`config.mk`:
```
export PLATFORM = sky130hd
export DESIGN_NAME = router_in_buf
export DESIGN_NICKNAME = d
export VERILOG_FILES = /design/src/rtl/router_in_buf.sv
export SDC_FILE = /design/constraint.sdc
export NUM_CORES = 1
export LEC_CHECK = 0
export ABC_AREA = 1
export ABC_CLOCK_PERIOD_IN_PS = 5180
export BUFFER_PORTS_ARGS = -buffer_cell sky130_fd_sc_hd__buf_2
export CORE_MARGIN = 4
export CORE_UTILIZATION = 61
export DETAILED_ROUTE_END_ITERATION = 10
export GPL_ROUTABILITY_DRIVEN = 0
export PLACE_DENSITY = 0.84
export RECOVER_POWER = 25
export SYNTH_ARGS = -nofsm -noshare
export SYNTH_HDL_FRONTEND = slang
export SYNTH_SLANG_ARGS = --single-unit
```
`constraint.sdc`:
```
create_clock -name clk -period 5.18 [get_ports clk]
set_input_delay 0.518 -clock clk [delete_from_list [all_inputs] [get_ports clk]]
set_output_delay 0.518 -clock clk [all_outputs]
set_load 0.03 [all_outputs]
```
`src/rtl/router_in_buf.sv`:
```
// Router input-port flit buffer: first-word fall-through circular FIFO drained
// only in the scheduler phase owned by this port, with a sticky overflow flag.
module router_in_buf #(
    parameter int         DEPTH   = 4,
    parameter logic [1:0] PORT_ID = 2'b00
) (
    input  logic                       clk,
    input  logic                       rst,
    input  logic                       in_valid,
    input  logic [17:0]                in_flit,
    output logic                       in_ready,
    input  logic [1:0]                 phase,
    output logic [17:0]                out_flit,
    output logic                       out_valid,
    output logic [$clog2(DEPTH):0]     count,
    output logic                       ovf
);
    localparam int PW = $clog2(DEPTH);
    localparam int CW = PW + 1;

    logic [17:0]   mem_q [DEPTH];
    logic [PW-1:0] wr_ptr_q, wr_ptr_d;
    logic [PW-1:0] rd_ptr_q, rd_ptr_d;
    logic [CW-1:0] count_q, count_d;
    logic          ovf_q, ovf_d;
    logic          push, pop;

    // Ready looks only at the registered occupancy, so a full buffer rejects
    // a flit even on the edge where it also pops.
    assign in_ready  = (count_q < CW'(DEPTH));
    assign push      = in_valid && in_ready;
    assign pop       = (phase == PORT_ID) && (count_q != '0);
    assign out_valid = (count_q != '0);
    assign out_flit  = out_valid ? mem_q[rd_ptr_q] : 18'h0;
    assign count     = count_q;
    assign ovf       = ovf_q;

    always_comb begin
        wr_ptr_d = wr_ptr_q;
        rd_ptr_d = rd_ptr_q;
        count_d  = count_q;
        ovf_d    = ovf_q;
        if (push) wr_ptr_d = wr_ptr_q + PW'(1);
        if (pop)  rd_ptr_d = rd_ptr_q + PW'(1);
        if (push && !pop)      count_d = count_q + CW'(1);
        else if (pop && !push) count_d = count_q - CW'(1);
        if (in_valid && !in_ready) ovf_d = 1'b1;
    end

    always_ff @(posedge clk or negedge rst) begin
        if (!rst) begin
            wr_ptr_q <= '0;
            rd_ptr_q <= '0;
            count_q  <= '0;
            ovf_q    <= 1'b0;
        end else begin
            wr_ptr_q <= wr_ptr_d;
            rd_ptr_q <= rd_ptr_d;
            count_q  <= count_d;
            ovf_q    <= ovf_d;
        end
    end

    // Storage is deliberately left out of reset.
    always_ff @(posedge clk) begin
        if (push) mem_q[wr_ptr_q] <= in_flit;
    end

endmodule

```
# Word-level counts from Yosys, hierarchy flattened
# Memory sizes are Yosys's and may differ from the RTL's.
# Index checks and enable logic that the tools add are counted.
dict set report classes {
  n_div 0
  n_mul 0
  eq_ne 0
  shift 0
  magnitude_cmp 1
  add_sub_neg 4
  n_reduce_logical 11
  n_bitwise 0
  mux 5
}
# op n
set op_table {}
lappend op_table {{$mux W18} 1}
lappend op_table {{$mux W3} 2}
lappend op_table {{$logic_and A1 B1 Y1} 5}
lappend op_table {{$add A2 B1 Y2 const B} 2}
lappend op_table {{$add A3 B1 Y3 const B} 1}
lappend op_table {{$logic_not A1 Y1} 3}
lappend op_table {{$lt A3 B3 Y1 const B} 1}
lappend op_table {{$reduce_bool A3 Y1} 1}
lappend op_table {{$sub A3 B1 Y3 const B} 1}
lappend op_table {{$logic_not A2 Y1} 1}
lappend op_table {{$mux W1} 2}
lappend op_table {{$reduce_bool A2 Y1} 1}
dict set report word_totals {
  regBits 8
  n_memories 1
  latch_bits 0
  out_inout_bits 24
  mem_bits_ro 0
  mem_bits_rw 72
}
# memory depth word_bits rd rd_clocked_by_memory_dff write_ports line
set mem_list {}
lappend mem_list {mem_q 4 18 1 0 1 21} ;# logic [17:0] mem_q [DEPTH];

# Logic depth before layout (Yosys ltp)
dict set report depth {
  ltp_word 6
  mapped_depth 11
  depth_no_buf 11
}

# Least setup slack after synthesis
# OpenSTA, ideal clock, no wires.
dict set report synth_timing {
  kind {register -> output}
  start {register count_q[2], in the netlist count[2]}
  end {output port out_flit[10]}
  path_buffers 1
  slack_ns 2.868
  required_ns 4.662
  t_arrival_ns 1.794
  path_stages_with_launch 6
  cell_sequence {dfrtp_1 inv_1 nand2_2 inv_2 clkbuf_8 a21oi_1}
}
dict set report synth_via {
  elab_chain_cells 2
}
# item line
set synth_rtl {}
lappend synth_rtl {{from (decl)} 24} ;# logic [CW-1:0] count_q, count_d;
lappend synth_rtl {{from (signal assigned)} 59} ;# count_q <= count_d;
lappend synth_rtl {{$reduce_bool A3 Y1} 33} ;# assign out_valid = (count_q != '0);
lappend synth_rtl {{via out_valid} 14} ;# output logic out_valid,
lappend synth_rtl {{$mux W18} 34} ;# assign out_flit = out_valid ? mem_q[rd_ptr_q] : 18'h0;
lappend synth_rtl {{to (decl)} 13} ;# output logic [17:0] out_flit,
# The timed path passes the listed nets, and every way through them passes these cells.

# Worst setup path in the final report
dict set report layout_timing {
  start {register rd_ptr_q[0]}
  end {output port out_flit[17]}
}
dict set report layout_via {
  elab_chain_cells 2
}
# item line
set layout_rtl {}
lappend layout_rtl {{from (decl)} 23} ;# logic [PW-1:0] rd_ptr_q, rd_ptr_d;
lappend layout_rtl {{from (signal assigned)} 58} ;# rd_ptr_q <= rd_ptr_d;
lappend layout_rtl {{$mem_v2 Z4 W18} n/a}
lappend layout_rtl {{$mux W18} 34}
# Every way passes these cells.

==> metrics.txt <==
critical path arrival=2.15 ns; Initial Util=63.5%; final number of hold-violating endpoints=0; Filler Cell Count=392; met3 Use GR=5.30%; Reg power frac=39.2%; met1 Usage GRT=22.4%; routed wire length=6.52 mm; layout cell share with drive strength beyond 1=14.2%; Worst IR Drop VDD=0.000468 V; Via-to-Cell Ratio=5.03; Crit Path Max Fanout=37; I/O Pins=47; Setup TNS Final=0 ns; max_slew headroom=45.0%; Critical R2R Launch=count[2]$_DFFE_PN0P_; Synth Instances=338; R2R setup slack=3.28 ns; Setup crit start kind=register; met2 usage=34.4%; clock buffer depth=2; #FFs+latches synth=80; Pleak=1.83 nW; CTS Buf Count=9; Root Buffer=clkbuf_8; Die Ht=84.2 um; hold buffers post-CTS=0; clock network latency to the later pin of the worst-skew pair=0.34 ns; first-pass GRT wire length=10.6 mm; max-cap violations=0; largest net degree at the start of global routing=38; synthesized area=3540 sq um; Sw Share=42.7%; Nets=418; RSZ-0062 raised after global routing=no; drt initial violations=190; syn_nets=367; Congestion Overflow GR=0; CP Capture Type=output pin; Synth area leaders=edfxtp_1 (61%), nand2_1 (9.0%), inv_1 (8.8%); Comb power frac=42.5%; GRT Util Overall=19.5%; total of warnings raised by yosys=0; worst hold path type=primary input to async pin; initial antenna violation count=0; Post-DP HPWL=4.07 mm; status=completed; Slew @ Worst Pin=0.825 ns; Clock Pin Slew Worst Setup and Hold Paths=0.08 ns; R2R depth=10; CTS resizes=0; CTS sink count=80; Setup violations, final=0; P&R area growth vs syn=12.2%; Req. time, crit path=4.66 ns; via count=2,345; register area share after synthesis=66.7%; Max Clock Freq=375 MHz; Fin Clk Skew=0.00946 ns; Clk pwr share=18.2%; CTS tree=done; reg-to-reg endpoint=count[2]$_DFFE_PN0P_; htree depth=3; fin crit share=51.4%; critical path class=register to output pin; ant diodes=0; commonest non-fill, non-tap cell in the layout=nand2_1; leading area contributor after synthesis=edfxtp_1; drt pass-1 iters=4; Synth top area share=61.1%; mean routed wirelength per cell=14.0 um; NetSw=0.000992 W; mean post-synth cell area=10.5 sq um; DRC=0; Buffers on Ports=46; Die ar.=7090 sq um; crit path time final=2.66 ns; Cell Int Power=0.00133 W; core box area=5570 sq um; max-slew violations=0; vias in the first global route=2,351; Synth cell types=21; row cnt=27; pwr dens=584 nW/um^2; grt peak-use layer=met2; die width=84.2 um; most frequent cells in the layout=nand2_1 (85), inv_1 (83), edfxtp_1 (72); hold_ws=0.109 ns; post-CTS repair timing setup buffer count=0; Detail Route Antenna Nets=0
-- power groups by stage --
stage,logic [W],registers (W),clock network [W]
after global placement,0.000958,0.000917,0
after detailed placement,0.000985,0.000924,0
after CTS,0.000993,0.000910,0.000434
after global routing,0.00107,0.000924,0.000467
final,0.000987,0.000911,0.000423
after floorplan,0.000775,0.000904,0
-- worst max path at each step --
stage | depth (start not counted) | end | startpoint | slack (ns)
final | 5 | out_flit[17] | rd_ptr_q[0]$_DFFE_PN0P_ | 2.52
after global routing | 5 | out_flit[11] | rd_ptr_q[0]$_DFFE_PN0P_ | 2.38
after CTS | 5 | out_flit[17] | rd_ptr_q[0]$_DFFE_PN0P_ | 2.56
after detailed placement | 5 | out_flit[17] | rd_ptr_q[0]$_DFFE_PN0P_ | 2.93
after global placement | 4 | out_flit[11] | rd_ptr_q[1]$_DFFE_PN0P_ | 3.00
after floorplan | 5 | out_flit[10] | count[2]$_DFFE_PN0P_ | 2.87
-- cell families (layout without fill, tap and decap cells) --
family                     after synthesis  after routing  synth area share, %
buffers and inverters                   97            153                 11.8
AOI/OAI and AO/OA                       21             21                 3.04
and+or+nand+nor                        131            131                 15.4
DFF                                     80             80                 66.7
xor gates and xnor gates                 3              3                0.742
adders and majority gates                6              6                 2.33
-- worst max-delay path, stage by stage, from the launching register on --
cell,delay (ns)
dfrtp_1,0.67
inv_2,0.41
nand2_1,0.19
nand3_1,0.10
a21oi_1,0.20
buf_2,0.22
-- sequential cells by signal, summed over array words and instances, names as in the netlist --
register and flops:
mem_q 72, ovf 1, rd_ptr_q 2, wr_ptr_q 2, count 3
-- metrics by stage --
| stage | setup WS (ns) | utilization (%) | std cells | area (sq um) | total power, W |
|---|---|---|---|---|---|
| after floorplan | 2.87 | - | 338 | 3540 | 0.00168 |
| after global placement | 3.00 | 68.2 | 450 | 3800 | 0.00187 |
| after detailed placement | 2.93 | 68.2 | 450 | 3800 | 0.00191 |
| after CTS | 2.56 | 71.5 | 466 | 3990 | 0.00234 |
| after global routing | 2.38 | 71.2 | 466 | 3970 | 0.00246 |
| final | 2.52 | 71.2 | 466 | 3970 | 0.00232 |
-- cells in the mapped netlist --
cell and count:
o21ai_0 2, a21oi_1 18, inv_1 83, fa_1 1
dfrtp_1 8, nand4_1 1, ha_1 5, nor2_1 6
buf_2 2, nand3_1 38, clkbuf_8 1, clkbuf_1 1
edfxtp_1 72, nand2_2 1, nand2_1 85, buf_4 3
buf_6 4, inv_2 3, xnor2_1 2, xor2_1 1
a21o_1 1
-- routing by layer --
metal  vias up  share of wire [%]
met4         0                1.5
met5         -                  0
met2        92                 52
met1      1085                 39
li1       1158                  -
met3        10                7.1
-- cell type report --
class | count | area [sq um] | area share, %
Multi-Input combinational cell | 161 | 761 | 19.2
Tap cell | 72 | 90.1 | 2.27
Sequential cell | 80 | 2360 | 59.5
Inverter | 86 | 323 | 8.13
Clock inverter | 4 | 47.5 | 1.20
Timing Repair Buffer | 51 | 253 | 6.36
Clock buffer | 12 | 135 | 3.40
Note: power is estimated with default switching activity, not from simulation.
